### config.mk
export PLATFORM = sky130hd
export DESIGN_NAME = shift_cmd_ctrl_flat
export DESIGN_NICKNAME = d
export VERILOG_FILES = /design/src/rtl/shift_pkg.sv /design/src/rtl/shift_cmd_ctrl_if.sv /design/src/rtl/btn_debounce.sv /design/src/rtl/shift_cmd_ctrl.sv /design/src/flat_wrapper.sv
export SDC_FILE = /design/constraint.sdc
export NUM_CORES = 1
export LEC_CHECK = 0
export CAP_MARGIN = 20
export CELL_PAD_IN_SITES_DETAIL_PLACEMENT = 0
export CELL_PAD_IN_SITES_GLOBAL_PLACEMENT = 2
export CORE_MARGIN = 3
export CORE_UTILIZATION = 40
export CTS_CLUSTER_DIAMETER = 200
export CTS_CLUSTER_SIZE = 24
export DETAILED_ROUTE_END_ITERATION = 7
export PLACE_DENSITY = 0.78
export SKIP_CTS_REPAIR_TIMING = 1
export SYNTH_ARGS = -nofsm -noshare
export SYNTH_HDL_FRONTEND = slang
export SYNTH_SLANG_ARGS = --single-unit
### constraint.sdc
create_clock -name clk -period 2.6 [get_ports clk]
set_clock_uncertainty 0.1 [all_clocks]
set_input_delay 0.26 -clock clk [delete_from_list [all_inputs] [get_ports clk]]
set_output_delay 0.26 -clock clk [all_outputs]
set_load 0.03 [all_outputs]
### src/rtl/shift_pkg.sv
// Shared encodings for the shifter command path: FSM states, shift op codes
// and button slot indices used by the command controller.
package shift_pkg;

    typedef enum logic {
        ST_IDLE = 1'b0,
        ST_RUN  = 1'b1
    } state_t;

    localparam logic [2:0] OP_HOLD = 3'd0;
    localparam logic [2:0] OP_SLL  = 3'd1;
    localparam logic [2:0] OP_SRL  = 3'd2;
    localparam logic [2:0] OP_SLA  = 3'd3;
    localparam logic [2:0] OP_SRA  = 3'd4;
    localparam logic [2:0] OP_ROL  = 3'd5;
    localparam logic [2:0] OP_ROR  = 3'd6;

    localparam int BTN_STEP = 0;
    localparam int BTN_RUN  = 1;
    localparam int BTN_CLR  = 2;
    localparam int NUM_BTN  = 3;

    // Only real shifts advance the step counter; hold codes (0 and 7) pass through uncounted.
    function automatic logic op_is_counted(input logic [2:0] op);
        logic counted;
        counted = 1'b0;
        case (op)
            OP_SLL, OP_SRL, OP_SLA, OP_SRA, OP_ROL, OP_ROR: counted = 1'b1;
            OP_HOLD: counted = 1'b0;
            default: counted = 1'b0;
        endcase
        return counted;
    endfunction

endpackage

### src/rtl/shift_cmd_ctrl_if.sv
// Board-side bundle of the command controller: raw buttons/switches in,
// shifter command, clear pulse and status out.
interface shift_cmd_ctrl_if;

    logic       btn_step;
    logic       btn_run;
    logic       btn_clr;
    logic [2:0] sw_op;
    logic [2:0] sel;
    logic       shift_clr;
    logic       running;
    logic [7:0] step_cnt;

    modport master (
        output btn_step, btn_run, btn_clr, sw_op,
        input  sel, shift_clr, running, step_cnt
    );

    modport slave (
        input  btn_step, btn_run, btn_clr, sw_op,
        output sel, shift_clr, running, step_cnt
    );

endinterface

### src/rtl/btn_debounce.sv
// One push-button: 2-flop synchroniser, stable-level debounce counter and a
// registered one-cycle pulse on each accepted rising edge.
module btn_debounce #(
    parameter int DEB_COUNT = 500000,
    parameter int DEB_W     = 20
) (
    input  logic clk,
    input  logic reset,
    input  logic raw,
    output logic press
);

    localparam logic [DEB_W-1:0] DEB_LAST = DEB_W'(DEB_COUNT - 1);

    logic [1:0]       sync_reg;
    logic             stable_reg;
    logic             stable_d_reg;
    logic             press_reg;
    logic [DEB_W-1:0] cnt_reg;
    logic             sync;

    assign sync  = sync_reg[1];
    assign press = press_reg;

    always_ff @(posedge clk or negedge reset) begin
        if (!reset) begin
            sync_reg     <= '0;
            stable_reg   <= 1'b0;
            stable_d_reg <= 1'b0;
            press_reg    <= 1'b0;
            cnt_reg      <= '0;
        end else begin
            sync_reg     <= {sync_reg[0], raw};
            stable_d_reg <= stable_reg;
            press_reg    <= stable_reg & ~stable_d_reg;
            // Any return to the stable level restarts the qualification window.
            if (sync == stable_reg) begin
                cnt_reg <= '0;
            end else if (cnt_reg == DEB_LAST) begin
                stable_reg <= sync;
                cnt_reg    <= '0;
            end else begin
                cnt_reg <= cnt_reg + DEB_W'(1);
            end
        end
    end

endmodule

### src/rtl/shift_cmd_ctrl.sv
// Command stage for shifter_8bit: debounced buttons drive a manual/auto-run
// FSM that issues one-cycle shift commands and clear pulses, and counts shifts.
module shift_cmd_ctrl
    import shift_pkg::*;
#(
    parameter int DEB_COUNT = 500000,
    parameter int DEB_W     = 20,
    parameter int RUN_DIV   = 25000000,
    parameter int DIV_W     = 25
) (
    input  logic             clk,
    input  logic             reset,
    shift_cmd_ctrl_if.slave  bus
);

    localparam logic [DIV_W-1:0] DIV_LAST = DIV_W'(RUN_DIV - 1);

    logic [NUM_BTN-1:0] btn_raw;
    logic [NUM_BTN-1:0] btn_press;

    assign btn_raw[BTN_STEP] = bus.btn_step;
    assign btn_raw[BTN_RUN]  = bus.btn_run;
    assign btn_raw[BTN_CLR]  = bus.btn_clr;

    genvar gi;
    generate
        for (gi = 0; gi < NUM_BTN; gi++) begin : g_deb
            btn_debounce #(
                .DEB_COUNT (DEB_COUNT),
                .DEB_W     (DEB_W)
            ) u_deb (
                .clk   (clk),
                .reset (reset),
                .raw   (btn_raw[gi]),
                .press (btn_press[gi])
            );
        end
    endgenerate

    logic [2:0]       sw_meta_reg, sw_sync_reg;
    state_t           state_reg, state_next;
    logic [DIV_W-1:0] div_reg, div_next;
    logic [2:0]       sel_reg, sel_next;
    logic             clr_reg, clr_next;
    logic [7:0]       cnt_reg, cnt_next;
    logic             issue;

    always_ff @(posedge clk or negedge reset) begin
        if (!reset) begin
            sw_meta_reg <= '0;
            sw_sync_reg <= '0;
            state_reg   <= ST_IDLE;
            div_reg     <= '0;
            sel_reg     <= '0;
            clr_reg     <= 1'b0;
            cnt_reg     <= '0;
        end else begin
            sw_meta_reg <= bus.sw_op;
            sw_sync_reg <= sw_meta_reg;
            state_reg   <= state_next;
            div_reg     <= div_next;
            sel_reg     <= sel_next;
            clr_reg     <= clr_next;
            cnt_reg     <= cnt_next;
        end
    end

    // Press priority clr > run > step; a run press also suppresses a coincident divider wrap.
    always_comb begin
        state_next = state_reg;
        div_next   = div_reg;
        sel_next   = '0;
        clr_next   = 1'b0;
        cnt_next   = cnt_reg;
        issue      = 1'b0;

        if (btn_press[BTN_CLR]) begin
            clr_next   = 1'b1;
            cnt_next   = '0;
            state_next = ST_IDLE;
            div_next   = '0;
        end else if (btn_press[BTN_RUN]) begin
            state_next = (state_reg == ST_IDLE) ? ST_RUN : ST_IDLE;
            div_next   = '0;
        end else begin
            case (state_reg)
                ST_IDLE: begin
                    issue = btn_press[BTN_STEP];
                end
                ST_RUN: begin
                    if (div_reg == DIV_LAST) begin
                        div_next = '0;
                        issue    = 1'b1;
                    end else begin
                        div_next = div_reg + DIV_W'(1);
                    end
                end
                default: begin
                    state_next = ST_IDLE;
                    div_next   = '0;
                end
            endcase
        end

        if (issue) begin
            sel_next = sw_sync_reg;
            if (op_is_counted(sw_sync_reg)) begin
                cnt_next = cnt_reg + 8'd1;
            end
        end
    end

    assign bus.sel       = sel_reg;
    assign bus.shift_clr = clr_reg;
    assign bus.running   = (state_reg == ST_RUN);
    assign bus.step_cnt  = cnt_reg;

endmodule

### src/flat_wrapper.sv
// flat-port wrapper written by rule: the top's interface ports become plain ports
module shift_cmd_ctrl_flat import shift_pkg::*;
#(
    parameter int DEB_COUNT = 500000,
    parameter int DEB_W     = 20,
    parameter int RUN_DIV   = 25000000,
    parameter int DIV_W     = 25
)
  (clk, reset, bus_btn_step, bus_btn_run, bus_btn_clr, bus_sw_op, bus_sel, bus_shift_clr, bus_running, bus_step_cnt);
  shift_cmd_ctrl_if bus_i ();
  input  logic clk;
  input  logic reset;
  input wire logic [$bits(bus_i.btn_step)-1:0] bus_btn_step;
  input wire logic [$bits(bus_i.btn_run)-1:0] bus_btn_run;
  input wire logic [$bits(bus_i.btn_clr)-1:0] bus_btn_clr;
  input wire logic [$bits(bus_i.sw_op)-1:0] bus_sw_op;
  output wire logic [$bits(bus_i.sel)-1:0] bus_sel;
  output wire logic [$bits(bus_i.shift_clr)-1:0] bus_shift_clr;
  output wire logic [$bits(bus_i.running)-1:0] bus_running;
  output wire logic [$bits(bus_i.step_cnt)-1:0] bus_step_cnt;
  assign bus_i.btn_step = bus_btn_step;
  assign bus_i.btn_run = bus_btn_run;
  assign bus_i.btn_clr = bus_btn_clr;
  assign bus_i.sw_op = bus_sw_op;
  assign bus_sel = bus_i.sel;
  assign bus_shift_clr = bus_i.shift_clr;
  assign bus_running = bus_i.running;
  assign bus_step_cnt = bus_i.step_cnt;
  shift_cmd_ctrl #(.DEB_COUNT(DEB_COUNT), .DEB_W(DEB_W), .RUN_DIV(RUN_DIV), .DIV_W(DIV_W)) u_core (.clk(clk), .reset(reset), .bus(bus_i));
endmodule
==> results of run 1 <==
stage by stage:
step / worst slack (ns) / util, % / power [uW] / cells / area [um^2]
after floorplan: 0.424 / - / 1960 / 563 / 5660
after global placement: 0.302 / 44.9 / 2020 / 747 / 6090
after detailed placement: 0.246 / 44.9 / 2020 / 747 / 6090
after CTS: 0.247 / 49.1 / 4280 / 779 / 6650
after global routing: 0.0423 / 49.2 / 4400 / 780 / 6660
final: 0.259 / 49.2 / 4220 / 780 / 6660
worst max path at each step:
stage / startpoint / to / slack (ns) / cells after the start
floorplan: u_core.bus.running / u_core.bus.step_cnt[0] / 0.42 / 6
global placement: u_core.div_reg[0] / u_core.bus.step_cnt[0] / 0.30 / 6
detailed placement: u_core.div_reg[0] / u_core.bus.step_cnt[0] / 0.25 / 6
CTS: u_core.div_reg[0] / u_core.bus.step_cnt[0] / 0.25 / 6
global route: u_core.div_reg[0] / u_core.bus.step_cnt[0] / 0.04 / 6
finish: u_core.div_reg[0] / u_core.bus.step_cnt[0] / 0.26 / 6
kinds of logic (layout without fill, tap and decap cells):
group | Yosys count | count (layout) | share of synthesized area [%]
adder cells (fa/ha/maj) | 5 | 5 | 1.10
AO/OA/AOI/OAI | 53 | 53 | 6.14
buffers and inverters | 31 | 72 | 2.28
multiplexers | 7 | 7 | 1.35
flip-flops | 119 | 119 | 52.6
AND/OR/NAND/NOR | 287 | 287 | 27.1
XOR/XNOR | 61 | 61 | 9.43
power by group through the flow:
stage	Clock [uW]	Combinational (uW)	Sequential (uW)
6_report	2230	97.2	1890
5_1_grt	2400	114	1890
4_1_cts	2290	101	1890
3_5_place_dp	0	101	1920
3_3_place_gp	0	100	1920
2_1_floorplan	0	37.4	1920
area by class of cell:
cell class / count / area (um^2) / share of cell area (%)
clock inverter: 15 / 141 / 2.12
sequential: 119 / 2980 / 44.7
timing repair buffer: 31 / 308 / 4.62
tap: 176 / 220 / 3.30
multi-input combinational: 413 / 2560 / 38.4
clock buffer: 17 / 425 / 6.38
inverter: 9 / 33.8 / 0.507
cell usage in the layout, fill, tap and decap left out, types with 5 or more instances in the layout:
cell type,Yosys,final
or3_1,11,11
and2_1,10,10
o21ai_0,13,13
nor4_1,8,8
clkdlybuf4s50_1,0,19
xnor2_1,24,24
nand3_1,40,40
nand4_1,20,20
dfrtp_1,119,119
nor3_1,15,15
ha_1,5,5
inv_6,0,7
and3_1,10,10
clkbuf_16,0,17
nor2_1,93,93
inv_1,9,9
mux2_2,5,5
nand2_1,41,41
buf_4,0,9
xor2_1,37,37
a21oi_1,16,16
nor2b_1,6,6
nor4b_1,6,6
routing by layer:
layer | GRT usage [%] | part of all wire, %
met2 | 23.7 | 47
met3 | 4.43 | 3.3
met1 | 22.2 | 49
met5 | 0 | 0
met4 | 4.53 | 0.86
synthesized netlist by cell type, drive strengths merged, types with 2 or more instances:
master,instances,area [um^2]
a31o,4,35.0
nor4b,6,52.6
or4,3,22.5
a21oi,16,80.1
nor4,13,148
nor2b,6,37.5
nand4,21,146
a41oi,2,17.5
clkbuf,15,56.3
and3,11,70.1
xor2,37,324
nand3,41,218
o21ai,13,65.1
dfrtp,119,2980
a31oi,3,18.8
xnor2,24,210
and2,10,62.6
ha,5,62.6
nand2b,2,12.5
and4,5,46.3
or2,4,25.0
mux2i,2,20.0
nor2,93,349
mux2,5,56.3
o22ai,3,18.8
nand2,41,154
a32o,2,20.0
nor3,15,75.1
a311oi,3,26.3
or3,11,68.8
buf,7,38.8
inv,9,33.8
==> summary.md, run 1 <==
| Metric | Value |
|---|---|
| RSZ-0062 raised after global routing | no |
| Setup-failing EPs final | 0 |
| Worst R2R Setup Slack | 0.26 ns |
| Core footprint | 0.0136 mm^2 |
| Area delta synth->final | 17.6% |
| Mapped cell area | 0.00566 mm^2 |
| Pwr/cell area | 633 mW/mm^2 |
| Worst-Margin Slew | 0.706 ns |
| H-tree depth | 4 |
| DIE HEIGHT | 125 um |
| Combinational power share | 2.3% |
| Slowest stage delay, CP | 0.42 ns |
| Die width | 125 um |
| Type of destination of the critical path | register |
| Setup total negative slack | 0 ns |
| First drt pass iteration count | 5 |
| Crit-path max FO | 13 |
| Seq/Total Area, Yosys | 52.6% |
| PortBufs | 20 |
| P_int | 3240 uW |
| DRC | 0 |
| Initial antenna violation count | 0 |
| Fillers | 1290 |
| Avg Cell Area, Syn | 10.1 um^2 |
| CTS tree | yes |
| Grt total ovfl | 0 |
| N_diodes | 0 |
| Vias in the first global route | 4121 |
| R2R Path End | u_core.bus.step_cnt[0] |
| Mapped Cells | 563 |
| Min-delay src | bus_sw_op[0] |
| Gpl congestion | 0.757 |
| Max Fclk | 0.427 GHz |
| Yosys cell types | 52 |
| Nets@finish | 604 |
| Critical Path AT | 2.53 ns |
| Total clock buffers created by CTS | 17 |
| Min cycle time layout | 2.34 ns |
| Detail Placement HPWL | 7440 um |
| EDFF count, synth | 0 |
| Hold WC Path Type | in -> reg |
| Gr usage total | 15.7% |
| Critical setup path kind | reg -> reg |
| Reg2reg start | u_core.div_reg[0] |
| Outcome | finished, final reports clean |
| CTS Buffer Depth | 2 |
| Yosys warnings | 0 |
| Initial core utilization | 41.8% |
| Total Wirelength | 11500 um |
| Async SR Flop Fraction | 100% |
| Leakage | 0.00282 uW |
| Clock Latency Late Sink | 0.41 ns |
| CP cell instances | ha_1 > nand3_4 > nor4_4 > a32oi_2 > nor4_2 > mux2_2 |
| Wire per inst | 14.7 um |
| Switching Fraction | 23.3% |
| Clock share of power | 52.9% |
| Sw power | 981 uW |
| First-pass GRT wire length | 20200 um |
| Hold path endpoint | u_core.sw_meta_reg[0] |
| Cell class contributing the biggest share of worst-path delay | simple AND/OR/NAND/NOR gates |
| Reg2reg path depth | 6 |
| Rel. slew slack | 52.6% |
| Synthesized flop and latch total | 119 |
| Hold path cells | 1 |
| Pin count of the biggest net entering global routing | 45 |
| Fin crit share | 90.0% |
| MaxCap Viol Count | 0 |
| CP max-delay cell | dfrtp_1 |
| Seq pwr share | 44.8% |
| Vias | 4110 |
| Worst vdd ir | 515 uV |
| Routed Antenna Nets | 0 |
| Hold slack | 0.186 ns |
| Ys flop type | dfrtp_1 |
| Root buf cell | clkbuf_16 |
| Worst Setup Start Kind | register |
| Largest register FFs | 60 |
| # clock sinks | 119 |
| Final Hold Viols | 0 |
| Die area | 0.0156 mm^2 |
| Worst Path Required | 2.79 ns |
| First DRT Iteration DRCs | 338 |
| Slew Viols, Final | 0 |
| Rows | 42 |
| Clock transition at path regs | 0.06 ns |
| CP bufs+invs | 0 |
| IO Pins | 21 |
| Synth Net Count | 576 |
| Layout cells sized above 1 | 11.3% |
| Vias per cell | 5.27 |
(Power assumes the default switching activity.)
==> run 2: changes to the inputs <==
- REMOVE_ABC_BUFFERS: unset -> 1
==> summary.md, run 2 (synthesis results as in run 1) <==
| Metric | Value |
|---|---|
| Core footprint | 0.0136 mm^2 |
| Instance count on the critical path | 6 |
| Grt total ovfl | 0 |
| Commonest non-fill, non-tap cells in the layout | dfrtp_1, nor2_1, nand2_1, nand3_1, xor2_1 |
| Worst R2R Setup Slack | 0.25 ns |
| Fin crit share | 90.4% |
| Slowest stage delay, CP | 0.42 ns |
| Vias per cell | 5.25 |
| Total Wirelength | 11500 um |
| Vias in the first global route | 4055 |
| Nets@finish | 608 |
| Outcome | finished, final reports clean |
| Finished Cell Area | 0.00673 mm^2 |
| Min cycle time layout | 2.35 ns |
| Min-delay src | bus_btn_step |
| First DRT Iteration DRCs | 348 |
| DRC | 0 |
| Detail Placement HPWL | 7540 um |
| Hold slack | 0.181 ns |
| CP bufs+invs | 0 |
| Die area | 0.0156 mm^2 |
| Worst vdd ir | 453 uV |
| Type of destination of the critical path | register |
| Switching Fraction | 21.7% |
| H-tree depth | 4 |
| Layout cells sized above 1 | 11.7% |
| CP max-delay cell | dfrtp_1 |
| R2R Path End | u_core.bus.step_cnt[0] |
| Clock Latency Late Sink | 0.42 ns |
| P_int | 3440 uW |
| Initial core utilization | 41.8% |
| Rel. slew slack | 59.1% |
| Crit-path max FO | 13 |
| Worst Setup EP | u_core.bus.step_cnt[0] |
| Gpl congestion | 0.759 |
| Hold WC Path Type | in -> reg |
| CP startpoint | u_core.div_reg[0] |
| RSZ-0062 raised after global routing | no |
| CTS Buffer Depth | 2 |
| Setup-failing EPs final | 0 |
| Clock share of power | 54.9% |
| Cell class contributing the biggest share of worst-path delay | simple AND/OR/NAND/NOR gates |
| Fillers | 1266 |
| Reg2reg start | u_core.div_reg[0] |
| Total clock buffers created by CTS | 17 |
| First drt pass iteration count | 4 |
| Pin count of the biggest net entering global routing | 45 |
| # clock sinks | 119 |
| Gr usage total | 15.6% |
| Sw power | 954 uW |
| Worst Setup Start Kind | register |
| Root buf cell | clkbuf_16 |
| N_diodes | 0 |
| Vias | 4117 |
| Area of placed instances | 0.00610 mm^2 |
| Worst-Margin Slew | 0.611 ns |
| Max Fclk | 0.426 GHz |
| Clock transition at path regs | 0.06 ns |
| Wire per inst | 14.6 um |
| Critical Path AT | 2.54 ns |
| Rows | 42 |
| Initial antenna violation count | 0 |
| First-pass GRT wire length | 20200 um |
| CTS tree | yes |
| Wire length on met1 | 5960 um |
| Leakage | 0.00285 uW |
| Combinational power share | 2.2% |
| WL met3 | 248 um |
| Routed Antenna Nets | 0 |
| Worst Path Required | 2.79 ns |
| Reg2reg path depth | 6 |
| DIE HEIGHT | 125 um |
| Largest register FFs | 60 |
| DR WL met2 | 5110 um |
| MaxCap Viol Count | 0 |
| Pwr/cell area | 654 mW/mm^2 |
| Final Hold Viols | 0 |
| Area delta synth->final | 18.8% |
| Max Used Layer | met4 |
| Die width | 125 um |
| Seq pwr share | 43.0% |
| Critical setup path kind | reg -> reg |
| CP cell instances | ha_1 > nand3_4 > nor4_4 > a32oi_2 > nor4_2 > mux2_2 |
| PortBufs | 20 |
| Most common cell after layout, fill and taps aside | dfrtp_1 |
| IO Pins | 21 |
| Slew Viols, Final | 0 |
## run 2: cell types whose count changed in the layout (fill, tap and decap cells not counted), sizes merged
cell    previous run  this run
buf               11        15
clkinv             4         5
bufinv             1         3
inv               16        11
clkbuf            17        19
## run 2: worst min path at each step
stage	end	slack, ns	cells after the start
finish	u_core.g_deb[0].u_deb.sync_reg[0]	0.18	1
global route	u_core.sw_meta_reg[1]	0.17	1
CTS	u_core.div_reg[16]	-0.27	1
detailed placement	u_core.div_reg[16]	0.17	1
global placement	u_core.div_reg[16]	0.17	1
floorplan	u_core.bus.running	-0.14	0
## run 2: per-layer routing
metal,up-vias,track usage (%)
met2,42,22.3
met4,0,5.80
met3,10,3.97
met1,2030,23.0
li1,2035,-
met5,-,0
## run 2: stage by stage
stage                     cells  setup TNS (ns)  power [uW]  setup WS, ns  utilization, %
final                       784               0        4400         0.250            49.6
after global routing        784               0        4560        0.0461            49.6
after CTS                   783               0        4470         0.234            49.5
after detailed placement    751               0        2020         0.226            45.0
after global placement      751               0        2020         0.286            45.0
after floorplan             541         -0.0562        1950       -0.0562               -
## run 2: area by class of cell
cell class                 count  area, um^2  area share, %
clock buffer                  19         443           6.58
clock inverter                13         170           2.53
inverter                       9        33.8          0.502
multi-input combinational    413        2560           38.0
sequential                   119        2980           44.3
tap                          176         220           3.27
timing repair buffer          35         325           4.84
## run 2: worst reg2reg max path: stages (launching register included)
cell     delay (ns)
dfrtp_1        0.42
ha_1           0.24
nand3_4        0.15
nor4_4         0.27
a32oi_2        0.28
nor4_2         0.40
mux2_2         0.37
## run 2: power by group through the flow
stage | sequential [uW] | combinational [uW] | clock [uW]
global placement | 1920 | 98.2 | 0
global route | 1890 | 111 | 2560
CTS | 1890 | 100 | 2480
detailed placement | 1920 | 100 | 0
floorplan | 1920 | 34.5 | 0
finish | 1890 | 96.1 | 2410
==> run 3: changes to the inputs <==
- CORE_MARGIN: 3 -> unset
==> summary.md, run 3 (synthesis results as in run 1) <==
| Metric | Value |
|---|---|
| PortBufs | 20 |
| Rows | 43 |
| Detail Placement HPWL | 7480 um |
| # clock sinks | 119 |
| Finished Layout Cells | 786 |
| Max Fclk | 0.418 GHz |
| Initial antenna violation count | 0 |
| Gr usage total | 17.8% |
| Clock share of power | 53.8% |
| Pin count of the biggest net entering global routing | 49 |
| Initial core utilization | 41.0% |
| DIE HEIGHT | 121 um |
| Seq pwr share | 43.9% |
| Nets@finish | 607 |
| Switching Fraction | 22.3% |
| Grt total ovfl | 0 |
| Layout cells sized above 1 | 11.6% |
| First-pass GRT wire length | 20000 um |
| Die width | 121 um |
| Fillers | 1299 |
| Final Hold Viols | 0 |
| Hold WC Path Type | in -> reg |
| Clock Latency Late Sink | 0.42 ns |
| Total Wirelength | 11500 um |
| Worst Setup Start Kind | register |
| Vias | 4160 |
| Rel. slew slack | 51.4% |
| Routed Antenna Nets | 0 |
| N_diodes | 0 |
| Fin crit share | 92.0% |
| Critical Path AT | 2.59 ns |
| Pwr/cell area | 642 mW/mm^2 |
| CTS Buffer Depth | 2 |
| Slew Viols, Final | 0 |
| Gpl congestion | 0.748 |
| Critical setup path kind | reg -> reg |
| Placed insts | 754 |
| First drt pass iteration count | 5 |
| Finished Cell Area | 0.00670 mm^2 |
| First DRT Iteration DRCs | 293 |
| Power, Total | 4300 uW |
| Root buf cell | clkbuf_16 |
| Worst vdd ir | 486 uV |
| Slowest stage delay, CP | 0.42 ns |
| Setup total negative slack | 0 ns |
| Hold slack | 0.177 ns |
| Sw power | 958 uW |
| CP max-delay cell | dfrtp_1 |
| Crit-path max FO | 13 |
| DRC | 0 |
| Vias per cell | 5.29 |
| RSZ-0062 raised after global routing | no |
| P_int | 3340 uW |
| Min cycle time layout | 2.39 ns |
| Core footprint | 0.0138 mm^2 |
| Worst Path Required | 2.80 ns |
| MaxCap Viol Count | 0 |
| Wire per inst | 14.7 um |
| Type of destination of the critical path | register |
| Worst-Margin Slew | 0.723 ns |
| Commonest non-fill, non-tap cells in the layout | dfrtp_1, nor2_1, nand2_1, nand3_1, xor2_1 |
| Combinational power share | 2.2% |
| Outcome | finished, final reports clean |
| Clock transition at path regs | 0.06 ns |
| CP cell instances | ha_1 > nand3_4 > nor4_4 > a32oi_2 > nor4_2 > mux2_2 |
| Largest register FFs | 60 |
| Most common cell after layout, fill and taps aside | dfrtp_1 |
| Leakage | 0.00284 uW |
| Setup-failing EPs final | 0 |
| Total clock buffers created by CTS | 17 |
| CTS tree | yes |
| Area delta synth->final | 18.3% |
| Vias in the first global route | 4078 |
| Area of placed instances | 0.00610 mm^2 |
| IO Pins | 21 |
| Die area | 0.0146 mm^2 |
| H-tree depth | 4 |
-- run 3: cell types whose count changed in the layout (fill, tap and decap cells not counted) --
| cell | before | now |
|---|---|---|
| inv_6 | 2 | 3 |
| bufinv_16 | 3 | 2 |
| buf_4 | 14 | 13 |
| clkbuf_1 | 1 | 0 |
-- run 3: stage by stage --
step | utilization, % | worst slack (ns)
final | 48.5 | 0.207
after global routing | 48.5 | 0.0463
after CTS | 48.4 | 0.209
after detailed placement | 44.1 | 0.235
after global placement | 44.1 | 0.289
after floorplan | - | -0.0562
-- run 3: path summary, 6_finish.rpt --
path | start | end | slack (ns) | cells past startpoint
worst max-delay path | u_core.div_reg[0] | u_core.bus.step_cnt[0] | 0.21 | 6
worst min-delay path | bus_sw_op[0] | u_core.sw_meta_reg[0] | 0.18 | 1
worst max register to register | u_core.div_reg[0] | u_core.bus.step_cnt[0] | 0.21 | 6
worst min register to register | u_core.sw_meta_reg[2] | u_core.sw_sync_reg[2] | 0.25 | 0
max in group asynchronous | reset | u_core.g_deb[0].u_deb.cnt_reg[13] | 1.47 | 3
min in group asynchronous | reset | u_core.g_deb[2].u_deb.cnt_reg[15] | 0.25 | 2
-- run 3: metal layers --
layer	GRT usage [%]	vias up	wire, um
li1	-	2037	-
met1	24.7	2050	5770
met2	26.2	59	5200
met3	3.95	14	345
met4	8.80	0	218
met5	0	-	0
-- run 3: cell type report --
type                    count  area, um^2  share of cell area (%)
multi-input cells         413        2560                    38.2
flip-flops and latches    119        2980                    44.4
inverters                   9        33.8                   0.504
clock buffers              18         439                    6.55
well taps                 180         225                    3.36
repair buffers             34         318                    4.74
clock inverters            13         149                    2.22
-- run 3: power groups by stage --
stage / clock network (uW) / registers (uW) / logic (uW)
after detailed placement: 0 / 1920 / 99.2
after global routing: 2480 / 1890 / 114
after global placement: 0 / 1920 / 97.9
final: 2320 / 1890 / 96.5
after CTS: 2380 / 1890 / 99.8
after floorplan: 0 / 1920 / 34.5
-- run 3: critical path: cells and delay by family (launching register included) --
family                     cells  cell delay [ns]
AOI/OAI and AO/OA              1             0.29
and+or+nand+nor                3             0.84
adders and majority gates      1             0.24
muxes                          1             0.38
DFF                            1             0.42
